**src/rtl/puf_challenge_sequencer_pkg.sv**
```systemverilog
// Shared definitions for the PUF challenge sequencer.
// Holds the FSM state encoding, the Galois LFSR tap constant, and the
// value that replaces an all-zero seed.
package puf_ctrl_pkg;

  typedef enum logic [2:0] {
    ST_IDLE   = 3'd0,
    ST_SETUP  = 3'd1,
    ST_FIRE   = 3'd2,
    ST_SETTLE = 3'd3,
    ST_SAMPLE = 3'd4,
    ST_DONE   = 3'd5
  } state_e;

  // x^8 + x^6 + x^5 + x^4 + 1, Galois right-shift form
  localparam logic [7:0] LFSR_TAPS     = 8'hB8;
  // an all-zero LFSR would lock up, so a zero seed is replaced by this
  localparam logic [7:0] ZERO_SEED_SUB = 8'h01;

endpackage

```
**src/rtl/puf_challenge_sequencer_if.sv**
```systemverilog
// Host-side bus of the PUF challenge sequencer.
//   master : host / config logic (drives start, seed, abort, resp_ready)
//   slave  : sequencer (drives busy, resp_word, resp_valid, unstable_cnt)
interface puf_challenge_sequencer_if #(
  parameter int CHAL_W    = 8,
  parameter int RESP_BITS = 8,
  parameter int CNT_W     = $clog2(RESP_BITS + 1)
) ();

  logic                 start;
  logic [CHAL_W-1:0]    seed;
  logic                 abort;
  logic                 busy;
  logic [RESP_BITS-1:0] resp_word;
  logic                 resp_valid;
  logic                 resp_ready;
  logic [CNT_W-1:0]     unstable_cnt;

  modport master (
    output start, seed, abort, resp_ready,
    input  busy, resp_word, resp_valid, unstable_cnt
  );

  modport slave (
    input  start, seed, abort, resp_ready,
    output busy, resp_word, resp_valid, unstable_cnt
  );

endinterface

```
**src/rtl/puf_challenge_sequencer_lfsr.sv**
```systemverilog
// Challenge-expansion LFSR.
//   clk, rst_n : clock and async active-low reset (state clears to 0)
//   load       : capture load_val (zero replaced by ZERO_SEED_SUB)
//   load_val   : seed challenge
//   advance    : step once, Galois right shift
//   state      : current LFSR state (registered)
module puf_lfsr
  import puf_ctrl_pkg::*;
#(
  parameter int W = 8
) (
  input  logic         clk,
  input  logic         rst_n,
  input  logic         load,
  input  logic [W-1:0] load_val,
  input  logic         advance,
  output logic [W-1:0] state
);

  localparam logic [W-1:0] TAPS = W'(LFSR_TAPS);
  localparam logic [W-1:0] SUB  = W'(ZERO_SEED_SUB);

  logic [W-1:0] state_q, state_d;

  always_comb begin
    state_d = state_q;
    if (load) begin
      state_d = (load_val == '0) ? SUB : load_val;
    end else if (advance) begin
      state_d = (state_q >> 1) ^ (state_q[0] ? TAPS : '0);
    end
  end

  always_ff @(posedge clk or negedge rst_n) begin
    if (!rst_n) state_q <= '0;
    else        state_q <= state_d;
  end

  assign state = state_q;

endmodule

```
**src/rtl/puf_challenge_sequencer.sv**
```systemverilog
// Arbiter-PUF challenge sequencer.
// Expands a seed into RESP_BITS challenges, fires VOTES launches per
// challenge, majority-votes the synchronised response and returns the word
// to the host with a valid/ready handshake.
//   clk, rst_n    : clock, async active-low reset
//   host          : host bus (slave side), see puf_challenge_sequencer_if
//   puf_challenge : challenge to the PUF mux chain
//   puf_pulse     : launch pulse into the PUF chain
//   puf_response  : arbiter output, asynchronous to clk
//
//   state  | meaning
//   IDLE   | waiting for start
//   SETUP  | challenge stable, pulse low (1 cycle)
//   FIRE   | pulse high for PULSE_CYC cycles
//   SETTLE | pulse low for SETTLE_CYC cycles, arbiter resolves
//   SAMPLE | count synchronised response, vote / advance bit
//   DONE   | word presented until resp_ready
module puf_challenge_sequencer
  import puf_ctrl_pkg::*;
#(
  parameter int CHAL_W      = 8,
  parameter int RESP_BITS   = 8,
  parameter int VOTES       = 5,
  parameter int PULSE_CYC   = 2,
  parameter int SETTLE_CYC  = 4,
  parameter int SYNC_STAGES = 2
) (
  input  logic                      clk,
  input  logic                      rst_n,
  puf_challenge_sequencer_if.slave  host,
  output logic [CHAL_W-1:0]         puf_challenge,
  output logic                      puf_pulse,
  input  logic                      puf_response
);

  localparam int CW = $clog2(RESP_BITS + 1);
  localparam int VW = $clog2(VOTES + 1);
  localparam int BW = (RESP_BITS > 1) ? $clog2(RESP_BITS) : 1;
  localparam int TW = $clog2(((PULSE_CYC > SETTLE_CYC) ? PULSE_CYC : SETTLE_CYC) + 1);

  localparam logic [VW-1:0] VOTES_M1  = VW'(VOTES - 1);
  localparam logic [VW-1:0] VOTES_ALL = VW'(VOTES);
  localparam logic [VW-1:0] VOTES_HALF = VW'(VOTES / 2);
  localparam logic [BW-1:0] LAST_BIT  = BW'(RESP_BITS - 1);
  localparam logic [TW-1:0] PULSE_M1  = TW'(PULSE_CYC - 1);
  localparam logic [TW-1:0] SETTLE_M1 = TW'(SETTLE_CYC - 1);

  state_e               state_q, state_d;
  logic [TW-1:0]        tmr_q, tmr_d;
  logic [VW-1:0]        vote_q, vote_d;
  logic [VW-1:0]        ones_q, ones_d;
  logic [VW-1:0]        ones_sum;
  logic [BW-1:0]        bit_q, bit_d;
  logic [RESP_BITS-1:0] word_q, word_d;
  logic [CW-1:0]        unst_q, unst_d;
  logic                 busy_q, busy_d;
  logic                 pulse_q, pulse_d;
  logic                 valid_q, valid_d;
  logic [SYNC_STAGES-1:0] sync_q, sync_d;
  logic                 lfsr_load, lfsr_adv;

  puf_lfsr #(.W(CHAL_W)) u_lfsr (
    .clk      (clk),
    .rst_n    (rst_n),
    .load     (lfsr_load),
    .load_val (host.seed),
    .advance  (lfsr_adv),
    .state    (puf_challenge)
  );

  always_comb begin
    state_d   = state_q;
    tmr_d     = tmr_q;
    vote_d    = vote_q;
    ones_d    = ones_q;
    bit_d     = bit_q;
    word_d    = word_q;
    unst_d    = unst_q;
    lfsr_load = 1'b0;
    lfsr_adv  = 1'b0;
    sync_d    = {sync_q[SYNC_STAGES-2:0], puf_response};
    ones_sum  = ones_q + VW'(sync_q[SYNC_STAGES-1]);

    if (host.abort) begin
      state_d = ST_IDLE;
      vote_d  = '0;
      ones_d  = '0;
      bit_d   = '0;
      word_d  = '0;
      unst_d  = '0;
    end else begin
      case (state_q)
        ST_IDLE: begin
          if (host.start) begin
            lfsr_load = 1'b1;
            state_d   = ST_SETUP;
            vote_d    = '0;
            ones_d    = '0;
            bit_d     = '0;
            word_d    = '0;
            unst_d    = '0;
          end
        end
        ST_SETUP: begin
          state_d = ST_FIRE;
          tmr_d   = PULSE_M1;
        end
        ST_FIRE: begin
          if (tmr_q == '0) begin
            state_d = ST_SETTLE;
            tmr_d   = SETTLE_M1;
          end else begin
            tmr_d = tmr_q - TW'(1);
          end
        end
        ST_SETTLE: begin
          if (tmr_q == '0) state_d = ST_SAMPLE;
          else             tmr_d   = tmr_q - TW'(1);
        end
        ST_SAMPLE: begin
          state_d = ST_SETUP;
          if (vote_q != VOTES_M1) begin
            vote_d = vote_q + VW'(1);
            ones_d = ones_sum;
          end else begin
            word_d[bit_q] = (ones_sum > VOTES_HALF);
            if (ones_sum != '0 && ones_sum != VOTES_ALL) unst_d = unst_q + CW'(1);
            vote_d   = '0;
            ones_d   = '0;
            lfsr_adv = 1'b1;
            if (bit_q == LAST_BIT) begin
              state_d = ST_DONE;
              bit_d   = '0;
            end else begin
              bit_d = bit_q + BW'(1);
            end
          end
        end
        ST_DONE: begin
          if (valid_q && host.resp_ready) state_d = ST_IDLE;
        end
        default: state_d = ST_IDLE;
      endcase
    end

    busy_d  = (state_d == ST_SETUP) || (state_d == ST_FIRE) ||
              (state_d == ST_SETTLE) || (state_d == ST_SAMPLE);
    pulse_d = (state_d == ST_FIRE);
    // valid rises one cycle after DONE is entered and drops on handshake
    valid_d = (state_q == ST_DONE) && (state_d == ST_DONE);
  end

  always_ff @(posedge clk or negedge rst_n) begin
    if (!rst_n) begin
      state_q <= ST_IDLE;
      tmr_q   <= '0;
      vote_q  <= '0;
      ones_q  <= '0;
      bit_q   <= '0;
      word_q  <= '0;
      unst_q  <= '0;
      busy_q  <= 1'b0;
      pulse_q <= 1'b0;
      valid_q <= 1'b0;
      sync_q  <= '0;
    end else begin
      state_q <= state_d;
      tmr_q   <= tmr_d;
      vote_q  <= vote_d;
      ones_q  <= ones_d;
      bit_q   <= bit_d;
      word_q  <= word_d;
      unst_q  <= unst_d;
      busy_q  <= busy_d;
      pulse_q <= pulse_d;
      valid_q <= valid_d;
      sync_q  <= sync_d;
    end
  end

  assign puf_pulse         = pulse_q;
  assign host.busy         = busy_q;
  assign host.resp_valid   = valid_q;
  assign host.resp_word    = word_q;
  assign host.unstable_cnt = unst_q;

endmodule

```
**src/flat_wrapper.sv**
```systemverilog
// flat-port wrapper written by rule: the top's interface ports become plain ports
module puf_challenge_sequencer_flat import puf_ctrl_pkg::*;
#(
  parameter int CHAL_W      = 8,
  parameter int RESP_BITS   = 8,
  parameter int VOTES       = 5,
  parameter int PULSE_CYC   = 2,
  parameter int SETTLE_CYC  = 4,
  parameter int SYNC_STAGES = 2
)
  (clk, rst_n, puf_challenge, puf_pulse, puf_response, host_start, host_seed, host_abort, host_resp_ready, host_busy, host_resp_word, host_resp_valid, host_unstable_cnt);
  puf_challenge_sequencer_if #(.CHAL_W(CHAL_W), .RESP_BITS(RESP_BITS)) host_i ();
  input  logic clk;
  input  logic rst_n;
  output logic [CHAL_W-1:0] puf_challenge;
  output logic puf_pulse;
  input  logic puf_response;
  input wire logic [$bits(host_i.start)-1:0] host_start;
  input wire logic [$bits(host_i.seed)-1:0] host_seed;
  input wire logic [$bits(host_i.abort)-1:0] host_abort;
  input wire logic [$bits(host_i.resp_ready)-1:0] host_resp_ready;
  output wire logic [$bits(host_i.busy)-1:0] host_busy;
  output wire logic [$bits(host_i.resp_word)-1:0] host_resp_word;
  output wire logic [$bits(host_i.resp_valid)-1:0] host_resp_valid;
  output wire logic [$bits(host_i.unstable_cnt)-1:0] host_unstable_cnt;
  assign host_i.start = host_start;
  assign host_i.seed = host_seed;
  assign host_i.abort = host_abort;
  assign host_i.resp_ready = host_resp_ready;
  assign host_busy = host_i.busy;
  assign host_resp_word = host_i.resp_word;
  assign host_resp_valid = host_i.resp_valid;
  assign host_unstable_cnt = host_i.unstable_cnt;
  puf_challenge_sequencer #(.CHAL_W(CHAL_W), .RESP_BITS(RESP_BITS), .VOTES(VOTES), .PULSE_CYC(PULSE_CYC), .SETTLE_CYC(SETTLE_CYC), .SYNC_STAGES(SYNC_STAGES)) u_core (.clk(clk), .rst_n(rst_n), .host(host_i), .puf_challenge(puf_challenge), .puf_pulse(puf_pulse), .puf_response(puf_response));
endmodule
```
**config.mk**
```make
export PLATFORM = sky130hd
export DESIGN_NAME = puf_challenge_sequencer_flat
export DESIGN_NICKNAME = d
export VERILOG_FILES = /design/src/rtl/puf_challenge_sequencer_pkg.sv /design/src/rtl/puf_challenge_sequencer_if.sv /design/src/rtl/puf_challenge_sequencer_lfsr.sv /design/src/rtl/puf_challenge_sequencer.sv /design/src/flat_wrapper.sv
export SDC_FILE = /design/constraint.sdc
export NUM_CORES = 1
export LEC_CHECK = 0
export BUFFER_PORTS_ARGS = -buffer_cell sky130_fd_sc_hd__buf_2
export CAP_MARGIN = 5
export CORE_MARGIN = 3
export CORE_UTILIZATION = 50
export DETAILED_ROUTE_END_ITERATION = 10
export HOLD_SLACK_MARGIN = 0.1
export PLACE_DENSITY = 0.83
export SYNTH_ARGS = -nofsm -noshare
export SYNTH_HDL_FRONTEND = slang
export SYNTH_SLANG_ARGS = --single-unit
```
**constraint.sdc**
```tcl
create_clock -name clk -period 5.55 [get_ports clk]
set_input_delay 1.11 -clock clk [delete_from_list [all_inputs] [get_ports clk]]
set_output_delay 1.11 -clock clk [all_outputs]
set_load 0.02 [all_outputs]
```
==> flow_summary.toml <==
[status]
status = "completed"

[synth]
yosys.area.top_type = "dfrtp_1"
synthTopCellsByArea = "dfrtp_1, ha_1, mux2i_1"
yosysMostFrequentCell = "dfrtp_1"
synth_nets = 237
synth.ff_latch_count = 40
synth_area_mm2 = 0.00220
ys_types = 47
synth_ff_type = "dfrtp_1"
yosys-top-cells-count = "dfrtp_1, nand2_1, o21ai_0"
async_reset_ff_share_pct = 100
synth_edf_count = 0
synth_top_area_share_pct = 45.6
postSynthAreaPerCell_um2 = 10.3
ys_seq_area_share_pct = 45.6
postSynthCellCount = 214
yosys_warnings = 0

[timing]
fin_crit_sh_pct = 43.1
drv_slew = 0
worst_pin_slew_ns = 0.890
fin_crit_ns = 2.39
setup_tns_ns = 0
finalSetupViolCount = 0
hold_slack_ns = 0.351
slew_headroom_pct = 40.5
rsz0062_at_grt = "false"
timing.final.hold_violations = 0
skew_ns = 0.00634
fmax_mhz = 418

[detailed_routing]
wire_per_inst_um = 14.2
wirelength_um = 4210
viasPerCell = 5.63
firstDrtPassIters = 4
vias = 1666
drtIter0Drc = 136
drc = 0
ant_nets = 0

[power_and_ir_drop]
combPwrFrac_pct = 23.8
ir_drop_mv = 0.179
p_leak_uw = 0.00119
swShare_pct = 32.0
clockPowerShare_pct = 27.0
p_seq_share_pct = 49.2
p_sw_uw = 231
power.density_mw_per_mm2 = 296
p_int_uw = 493

[clock_tree]
cts_setup_buffers = 0
cts_tree = "built"
cts_buffer_depth = 2
clk_latency_ns = 0.29
numCtsBuffers = 5
htreeDepth = 2
cts-root-buf = "clkbuf_8"
cts_sinks = 40
cts_resized = 0
clkTransAtPathRegs_ns = 0.07
postCtsHoldBufs = 0

[grt]
met3_usage_pct = 3.60
antenna_found_initial = 0
grt_util_all_layers_pct = 17.8
use_met1_pct = 24.3
grt_pass1_vias = 1595
grt_pass1_wl_um = 7380
grt-busiest-layer = "met2"
grt-ovfl-total = 0
grt_max_degree = 41
use_met2_pct = 27.7

[final_layout]
final_cells = 296
diodes = 0
stdcell_area_mm2 = 0.00245
final_util_pct = 59.5
layout-drive-gt1-share_pct = 22.0
syn_to_final_growth_pct = 11.6
fin_nets = 268

[worst_setup_path]
critPathBufInv = 1
reg2reg_slack_ns = 3.49
path_cells = "buf_2, or4b_4, a21oi_4, nor2_1, o21ai_0"
path_max_fanout = 15
arrival_ns = 2.59
worstPathRequired_ns = 5.75
startpoint_type = "primary input"
cp_top_family = "simple AND/OR/NAND/NOR gates"
critPathSlowestCell = "or4b_4"
slowest_delay_ns = 0.61
critical_path_class = "primary input to register"
crit_path_end_kind = "register"

[hold_path]
hold_path.class = "register to register"

[floorplan]
die_y_um = 72.3
dieWidth_um = 72.3
dieArea_mm2 = 0.00522
initial_core_util_pct = 53.4
rows = 23
core_mm2 = 0.00412
io_pins = 37

[run]
cap_violations = 0

[placed_design]
dp_cells = 288
portBuffers = 36
placed_cell_area_mm2 = 0.00236
dpl.hpwl_um = 2960
place_congestion = 0.769
-- routing by layer --
metal | vias up | wire (um)
li1 | 843 | -
met1 | 779 | 2080
met2 | 39 | 1870
met3 | 5 | 204
met4 | 0 | 61
met5 | - | 0
-- cell families (layout without fill, tap and decap cells) --
family,count (synthesis),after routing,share of synthesized area [%]
xor gates and xnor gates,6,6,3.08
DFF,40,40,45.6
AOI/OAI and AO/OA,69,69,21.3
adders and majority gates,9,9,5.13
muxes,10,10,4.62
buffers and inverters,21,53,5.41
and+or+nand+nor,59,59,14.9
-- path summary, 6_finish.rpt --
kind / startpoint / to / cells past startpoint
setup / recovery: host_abort / u_core.bit_q[2]$_DFFE_PN0P_ / 5
hold / removal: u_core.sync_q[0]$_DFF_PN0_ / u_core.sync_q[1]$_DFF_PN0_ / 0
setup reg to reg: u_core.ones_q[0]$_DFFE_PN0P_ / u_core.host.unstable_cnt[2]$_DFFE_PN0P_ / 6
hold reg to reg: u_core.sync_q[0]$_DFF_PN0_ / u_core.sync_q[1]$_DFF_PN0_ / 0
max in group asynchronous: rst_n / u_core.host.resp_valid$_DFF_PN0_ / 1
min in group asynchronous: rst_n / u_core.host.resp_word[3]$_DFFE_PN0P_ / 1
-- layout make-up --
| type | count | area, um2 |
|---|---|---|
| multi-input cells | 153 | 1080 |
| well taps | 50 | 62.6 |
| clock inverters | 2 | 10.0 |
| repair buffers | 37 | 188 |
| clock buffers | 6 | 82.6 |
| fillers | 358 | 1670 |
| flip-flops and latches | 40 | 1000 |
| inverters | 8 | 30.0 |
-- flip-flops by register name, indices dropped and copies added, names as in the netlist --
signal                    count
u_core.state_q                3
u_core.tmr_q                  3
u_core.host.resp_valid        1
u_core.host.resp_word         8
u_core.vote_q                 3
u_core.host.unstable_cnt      4
u_core.bit_q                  3
u_core.sync_q                 2
u_core.puf_pulse              1
u_core.u_lfsr.state           8
u_core.ones_q                 3
u_core.host.busy              1
-- power by group through the flow --
stage | clock network (uW) | registers (uW) | logic [uW]
final | 196 | 356 | 172
after global routing | 215 | 362 | 194
after CTS | 202 | 357 | 174
after detailed placement | 0 | 362 | 171
after global placement | 0 | 361 | 167
after floorplan | 0 | 377 | 103
-- worst register-to-register path: stages, from the launching register on --
cell and delay, ns:
dfrtp_1 0.39, ha_1 0.18, ha_1 0.24, xor3_1 0.40, or2_1 0.27, and4b_1 0.21
a211o_1 0.26
-- stage by stage --
| step | total power (uW) | worst slack, ns |
|---|---|---|
| finish | 724 | 3.16 |
| global route | 771 | 3.03 |
| CTS | 732 | 3.16 |
| detailed placement | 533 | 2.87 |
| global placement | 528 | 2.94 |
| floorplan | 480 | 3.07 |
-- layout by cell type, fill, tap and decap left out, drive strengths merged, types with 3 or more instances in the layout --
master   n
o21ai   23
o21a     5
nand2   21
nor3     5
a211o    3
o31ai   10
or2      3
clkbuf   6
xor2     3
nor2    10
inv      8
a21oi    8
a22o     5
buf     37
a31oi    8
ha       9
dfrtp   40
mux2i    9
nand2b   6
No activity file was read; power rests on OpenSTA's default activity.
